==> src/rtl/seg7_scan_decoder.sv <==
// Recovers hex nibbles from a scanned active-low 7-segment bus.
// Each digit has its own stability filter and a sticky illegal-glyph flag.
module seg7_scan_decoder #(
    parameter int DIGITS     = 4,
    parameter int STABLE_CNT = 3
) (
    input  logic                  clk,
    input  logic                  rst_n,
    input  logic                  sample_en_i,
    input  logic [6:0]            seg_i,
    input  logic [DIGITS-1:0]     dig_sel_i,
    input  logic                  clr_err_i,
    output logic [4*DIGITS-1:0]   value_o,
    output logic [DIGITS-1:0]     digit_valid_o,
    output logic [DIGITS-1:0]     err_o,
    output logic                  update_o
);

    localparam int         IDX_W    = (DIGITS > 1) ? $clog2(DIGITS) : 1;
    localparam logic [3:0] C_STABLE = 4'(STABLE_CNT);

    typedef enum logic [1:0] {
        CLS_NONE   = 2'd0,
        CLS_BLANK  = 2'd1,
        CLS_NIBBLE = 2'd2
    } cls_t;

    cls_t                r_cand     [DIGITS];
    logic [3:0]          r_cand_nib [DIGITS];
    logic [3:0]          r_cnt      [DIGITS];
    logic [4*DIGITS-1:0] r_value;
    logic [DIGITS-1:0]   r_valid;
    logic [DIGITS-1:0]   r_err;
    logic                r_update;

    cls_t                w_cls;
    logic [3:0]          w_nib;
    logic                w_illegal;
    logic [IDX_W-1:0]    w_idx;
    logic                w_accept;
    logic                w_same;
    logic [3:0]          w_cnt_cur;
    logic [3:0]          w_old_nib;
    logic                w_commit;
    logic                w_changed;
    logic [DIGITS-1:0]   w_err_set;

    always_comb begin
        w_cls     = CLS_NIBBLE;
        w_nib     = 4'h0;
        w_illegal = 1'b0;
        case (seg_i)
            7'h40: w_nib = 4'h0;
            7'h79: w_nib = 4'h1;
            7'h24: w_nib = 4'h2;
            7'h30: w_nib = 4'h3;
            7'h19: w_nib = 4'h4;
            7'h12: w_nib = 4'h5;
            7'h02: w_nib = 4'h6;
            7'h78: w_nib = 4'h7;
            7'h00: w_nib = 4'h8;
            7'h10: w_nib = 4'h9;
            7'h08: w_nib = 4'hA;
            7'h03: w_nib = 4'hB;
            7'h46: w_nib = 4'hC;
            7'h21: w_nib = 4'hD;
            7'h06: w_nib = 4'hE;
            7'h0E: w_nib = 4'hF;
            7'h7F: w_cls = CLS_BLANK;
            default: begin
                w_cls     = CLS_NONE;
                w_illegal = 1'b1;
            end
        endcase
    end

    always_comb begin
        w_idx = '0;
        for (int k = 0; k < DIGITS; k++) begin
            if (dig_sel_i[k]) begin
                w_idx = IDX_W'(k);
            end
        end
    end

    // Only the selected digit's filter is touched, so all compares work on one slot.
    assign w_accept  = sample_en_i && $onehot(dig_sel_i);
    assign w_cnt_cur = r_cnt[w_idx];
    assign w_old_nib = r_value[{w_idx, 2'b00} +: 4];
    assign w_same    = (r_cand[w_idx] == w_cls) &&
                       ((w_cls != CLS_NIBBLE) || (r_cand_nib[w_idx] == w_nib));
    assign w_commit  = w_accept && !w_illegal && w_same && (w_cnt_cur == C_STABLE - 4'd1);
    assign w_changed = (w_cls == CLS_NIBBLE) ? (!r_valid[w_idx] || (w_old_nib != w_nib))
                                             : r_valid[w_idx];
    assign w_err_set = (w_accept && w_illegal) ? dig_sel_i : '0;

    always_ff @(posedge clk or negedge rst_n) begin
        if (!rst_n) begin
            for (int k = 0; k < DIGITS; k++) begin
                r_cand[k]     <= CLS_NONE;
                r_cand_nib[k] <= 4'h0;
                r_cnt[k]      <= 4'd0;
            end
            r_value  <= '0;
            r_valid  <= '0;
            r_err    <= '0;
            r_update <= 1'b0;
        end else begin
            r_update <= w_commit && w_changed;
            // A set on the same cycle as a clear must survive.
            r_err    <= (clr_err_i ? '0 : r_err) | w_err_set;
            if (w_accept) begin
                if (w_illegal) begin
                    r_cand[w_idx] <= CLS_NONE;
                    r_cnt[w_idx]  <= 4'd0;
                end else if (w_same) begin
                    if (w_cnt_cur != C_STABLE) begin
                        r_cnt[w_idx] <= w_cnt_cur + 4'd1;
                    end
                end else begin
                    r_cand[w_idx]     <= w_cls;
                    r_cand_nib[w_idx] <= w_nib;
                    r_cnt[w_idx]      <= 4'd1;
                end
            end
            if (w_commit) begin
                if (w_cls == CLS_NIBBLE) begin
                    r_value[{w_idx, 2'b00} +: 4] <= w_nib;
                    r_valid[w_idx]               <= 1'b1;
                end else begin
                    r_valid[w_idx] <= 1'b0;
                end
            end
        end
    end

    assign value_o       = r_value;
    assign digit_valid_o = r_valid;
    assign err_o         = r_err;
    assign update_o      = r_update;

endmodule

==> config.mk <==
export PLATFORM = sky130hd
export DESIGN_NAME = seg7_scan_decoder
export DESIGN_NICKNAME = d
export VERILOG_FILES = /design/src/rtl/seg7_scan_decoder.sv
export SDC_FILE = /design/constraint.sdc
export NUM_CORES = 1
export LEC_CHECK = 0
export BUFFER_PORTS_ARGS = -buffer_cell sky130_fd_sc_hd__buf_4
export CAP_MARGIN = 20
export CORE_AREA = 10 10 124 126
export CTS_CLUSTER_DIAMETER = 100
export DETAILED_ROUTE_END_ITERATION = 16
export DIE_AREA = 0 0 134 136
export GPL_TIMING_DRIVEN = 0
export SETUP_SLACK_MARGIN = 0.15
export SYNTH_ARGS = -nofsm -noshare
export SYNTH_HDL_FRONTEND = slang
export SYNTH_SLANG_ARGS = --single-unit
==> constraint.sdc <==
create_clock -name clk -period 2.7 [get_ports clk]
set_input_delay 0.27 -clock clk [delete_from_list [all_inputs] [get_ports clk]]
set_output_delay 0.27 -clock clk [all_outputs]
set_load 0.1 [all_outputs]
# Yosys cells after proc, flatten, opt, wreduce, memory -nomap -nowiden
# Index checks and enable logic that the tools add are counted.
# classes
add_sub_neg,5
order_cmp,4
eq_ne,26
shifts,3
n_mux,36
bitwise_logic,13
reduce_logical,19
# ops
operator,count
4-bit one-hot mux with 15 select lines,1
16-bit bitwise mux,3
16-bit 2-to-1 mux,3
"7-bit == test, second input constant",5
4-bit 2-to-1 mux,8
"7-bit by 5-bit == test with 1-bit output, second input constant",3
"7-bit by 6-bit == test with 1-bit output, second input constant",3
17-bit OR reduction,1
16-bit bitwise AND,1
4-bit binary-select mux with 2-bit select,2
8-bit 2-to-1 mux,2
16-bit inverter,1
16-bit OR reduction,1
"4-bit by 6-bit variable shift with 16-bit output, first input constant",1
16-bit by 5-bit variable part select with 4-bit output,1
4-bit by 6-bit variable part select with 16-bit output,1
"7-bit by 2-bit == test with 1-bit output, second input constant",2
"7-bit by 4-bit == test with 1-bit output, second input constant",2
12-bit bitwise AND,1
12-bit inverter,1
4-bit OR,3
2-bit 2-to-1 mux,5
1-bit logical AND,9
8-bit bitwise AND,1
36 further kinds,45
# word_totals
regBits,65
input_bits,15
elab_cells,122

# Longest topological paths before layout
# depth
word_depth,13
mapped_depth,13
depth_no_buf,11

# Worst setup path after synthesis
# Ideal clock, no wire load.
# synth_path
path_type,input port to flip-flop
from,input dig_sel_i[1]
to,register r_value[13] (netlist: value_o[13])
setup_time_ns,0.128
arrival_time_ns,3.365
t_required_ns,2.572
setup_slack_ns,-0.794
path_stages,12
n_path_buf,2
cell_sequence,buf_2 > buf_1 > inv_1 > fa_1 > inv_1 > ha_1 > ha_1 > nor3_1 > nand2_1 > nor2_1 > nand4_1 > mux2_1
# synth_between
elab_chain_cells,13
# synth_lines
item,line,source
from (decl),11,"input logic [DIGITS-1:0] dig_sel_i,"
1-bit 2-to-1 mux,80,if (dig_sel_i[k]) begin
2-bit 2-to-1 mux (2 in a row),80,
2-bit inverter with 3-bit output (not written as such),"88, 90, 91",
4-bit binary-select mux with 2-bit select,91,((w_cls != CLS_NIBBLE) || (r_cand_nib[w_idx] == w_nib));
4-bit 2-to-1 mux (not written as such) (2 in a row),91,
4-bit == test,91,
1-bit logical OR,91,
1-bit logical AND,90,assign w_same = (r_cand[w_idx] == w_cls) &&
1-bit logical AND (2 in a row),92,assign w_commit = w_accept && !w_illegal && w_same && (w_cnt_cur == C_STABLE - 4'd1);
2-bit AND reduction (no line),n/a,
"to (signal, indexed assignment)",128,"r_value[{w_idx, 2'b00} +: 4] <= w_nib;"
to (decl),31,logic [4*DIGITS-1:0] r_value;
# Parallel ways exist; a longest one is shown, timed or not. The select of a mux whose other input is x is not followed.
# A chain may end at the register's enable or synchronous reset.

# Final worst setup path
# layout_path
from,input dig_sel_i[3]
to,register r_value[14] (netlist: value_o[14])
# layout_between
elab_chain_cells,11
# layout_lines
item,line
2-bit 2-to-1 mux,80
2-bit inverter with 3-bit output (not written as such),"88, 90, 91"
4-bit binary-select mux with 2-bit select,91
4-bit 2-to-1 mux (not written as such) (2 in a row),91
4-bit == test,91
1-bit logical OR,91
1-bit logical AND,90
1-bit logical AND (2 in a row),92
2-bit AND reduction (no line),n/a
# Parallel ways exist; a longest one is shown, timed or not. The select of a mux whose other input is x is not followed.

==> flow_metrics.py <==
metrics = {
    "floorplanning": {
        "die_h_um": 136,
        "ios": 40,
        "fp.dieArea_sq_um": 18200,
        "fp.coreArea_sq_um": 13000,
        "start_util": 0.304,
        "num_rows": 42,
        "die_x_um": 134,
    },
    "global_route": {
        "grt_max_degree": 66,
        "busiest_layer": "met2",
        "overflow": 0,
        "grt_pass1_vias": 3469,
        "use_met3": 0.0258,
        "grtUsageMet1": 0.136,
        "grt_pass1_wl_um": 17400,
        "antenna_found_initial": 0,
        "met2_usage": 0.210,
        "track_usage": 0.119,
    },
    "clocking": {
        "cts_hold_buf": 0,
        "cts.sinks": 65,
        "clock_path_buffers": 2,
        "numCtsBuffers": 9,
        "cts_tree": "yes",
        "cts_root_buf": "clkbuf_16",
        "clock_latency_ns": 0.34,
        "clk_pin_slew_worst_paths_ns": 0.06,
        "htreeDepth": 3,
    },
    "place": {
        "place_area_sq_um": 4560,
        "place.gp.congestion": 0.836,
        "post-dp-hpwl_um": 7830,
        "portBuffers": 37,
        "post-place-ws_ns": -0.506,
    },
    "sta": {
        "drv_slew": 0,
        "timing.slew.headroom": 0.440,
        "grt_setup_unrepaired": "true",
        "final_hold_viol_count": 0,
        "setup_violations": 0,
        "worst_pin_slew_ns": 0.839,
        "fmax_mhz": 402,
        "skew_ns": 0.00910,
        "finalCritPeriodShare": 0.921,
        "finalWorstSetupSlack_ns": 0.214,
        "post-route-min-period_ns": 2.49,
        "fin_tns_setup_ns": 0,
        "holdWs_ns": 0.0294,
    },
    "power_and_ir_drop": {
        "pwr-share-comb": 0.167,
        "p_sw_frac": 0.276,
        "ir_worst_vdd_v": 0.000266,
        "p_int_w": 0.00192,
        "switching_power_w": 0.000733,
        "cellPowerDensity_nw_per_um2": 509,
        "leakage_nw": 2.40,
        "p_clk_frac": 0.446,
        "share_seq_of_total_power": 0.387,
    },
    "setup_path": {
        "worstPathMaxFanout": 10,
        "cp.required_ns": 2.92,
        "critPathLaunchType": "primary input",
        "crit_chain": "clkbuf_16 > inv_4 > clkbuf_8 > fa_1 > inv_2 > ha_4 > ha_4 > nor3_4 > buf_12 > nand2_2 > nor2_4 > nand4_1 > buf_4 > mux2_1",
        "crit_path_top_delay_cell": "fa_1",
        "max_stage_delay_ns": 0.50,
        "arrival_ns": 2.70,
        "worst_setup_path_end_kind": "flip-flop",
        "crit_type": "in -> reg",
        "path_common_cell": "ha_4",
    },
    "finish": {
        "syn_to_final_growth_pct": 32.1,
        "layout_commonest_cell": "dfrtp_1",
        "layout-drive-gt1-share": 0.348,
        "final_nets": 494,
        "postLayoutCoreUtil": 0.402,
        "final_area_sq_um": 5220,
        "layout_common_cells": "dfrtp_1 (65), buf_4 (51), nand2_1 (40)",
        "num_antenna_cells": 0,
    },
    "detailed_routing": {
        "wl_per_cell_um": 17.0,
        "wl_um": 11000,
        "vias": 3286,
        "firstDrtPassIters": 4,
        "drc": 0,
        "post_drt_via_cell_ratio": 5.08,
        "drt-initial-drc-count": 242,
        "ant_nets": 0,
    },
    "synth": {
        "ys_types": 52,
        "synth_area_per_cell_sq_um": 9.80,
        "yosysSeqAreaShare": 0.412,
        "synthArstFlopShare": 1.00,
        "synth-seq-cells": 65,
        "synth_warnings": 0,
        "syn-cell-area_sq_um": 3950,
        "synth_flop_cell": "dfrtp_1",
        "synth_edf_count": 0,
        "syn_inst": 403,
        "syn_nets": 431,
    },
    "status": {
        "outcome": "finished, final reports clean",
    },
    "run": {
        "cap_violations": 0,
    },
    "hold_path": {
        "worstHoldPathType": "in -> async",
    },
}
layout make-up:
type / instances / area (sq um)
flip-flops and latches: 65 / 1630
multi-input cells: 308 / 2440
repair buffers: 52 / 415
inverters: 11 / 43.8
fillers: 1295 / 7760
well taps: 176 / 220
clock buffers: 10 / 239
clock inverters: 6 / 66.3
plain buffers: 19 / 166
stage by stage:
step	cells	power, W
final	647	0.00266
after global routing	647	0.00276
after floorplan	403	0.00131
after CTS	640	0.00265
after global placement	616	0.00141
after detailed placement	616	0.00142
worst max-delay path, delay by kind of cell:
kind / cells / cell delay [ns]
adders and majority gates: 3 / 0.86
buffers and inverters: 6 / 0.71
and+or+nand+nor: 4 / 0.52
muxes: 1 / 0.32
power by group through the flow:
stage	logic, W	clock network (W)	registers (W)
floorplan	0.000219	0	0.00109
global placement	0.000366	0	0.00104
detailed placement	0.000377	0	0.00105
CTS	0.000406	0.00121	0.00103
global route	0.000481	0.00125	0.00103
finish	0.000443	0.00118	0.00103
registers in the layout, indices dropped and copies added (netlist names), named ones only:
| signal | flops |
|---|---|
| r_cand_nib | 16 |
| r_cnt | 16 |
| value_o | 16 |
| r_cand | 8 |
| err_o | 4 |
| update_o | 1 |
what timing repair did:
action | CTS | global route
pin swaps | 8 | 9
gates resized for setup | 23 | 38
buffers inserted | 8 | 6
gates cloned | 0 | 1
endpoints found under the setup margin | 58 | 59
metal layers:
layer / wire, um / vias up
met1: 4720 / 1647
met2: 5730 / 58
met4: 201 / 0
met5: 0 / -
met3: 364 / 16
li1: - / 1565
cell families (layout without fill, tap and decap cells):
family / Yosys count / after routing / share of synthesized area
adders and majority gates: 13 / 13 / 0.0431
and+or+nand+nor: 144 / 144 / 0.180
xor gates and xnor gates: 9 / 9 / 0.0200
DFF: 65 / 65 / 0.412
muxes: 69 / 69 / 0.191
buffers and inverters: 30 / 98 / 0.0317
AOI/OAI and AO/OA: 73 / 73 / 0.122
cells in the mapped netlist, drive strengths merged, types with 7 or more instances:
library cell | count | area [sq um]
mux2i | 17 | 170
nor2 | 40 | 150
dfrtp | 65 | 1630
nor3 | 8 | 40.0
clkbuf | 8 | 30.0
nand2 | 44 | 165
buf | 11 | 53.8
o21ai | 37 | 193
a21oi | 9 | 45.0
inv | 11 | 41.3
nand3 | 7 | 35.0
mux2 | 52 | 586
ha | 12 | 150
final timing paths:
check	slack, ns	startpoint	endpoint	cells after the start
min reg2reg	0.48	r_cnt[6]	r_cnt[6]	2
min	0.03	rst_n	r_cnt[15]	1
min in group clk	0.16	dig_sel_i[0]	err_o[0]	2
max in group asynchronous	2.10	rst_n	update_o	1
max reg2reg	0.32	r_cand[4]	value_o[3]	9
max	0.21	dig_sel_i[3]	value_o[14]	14
Power figures use the tool's default switching activity.
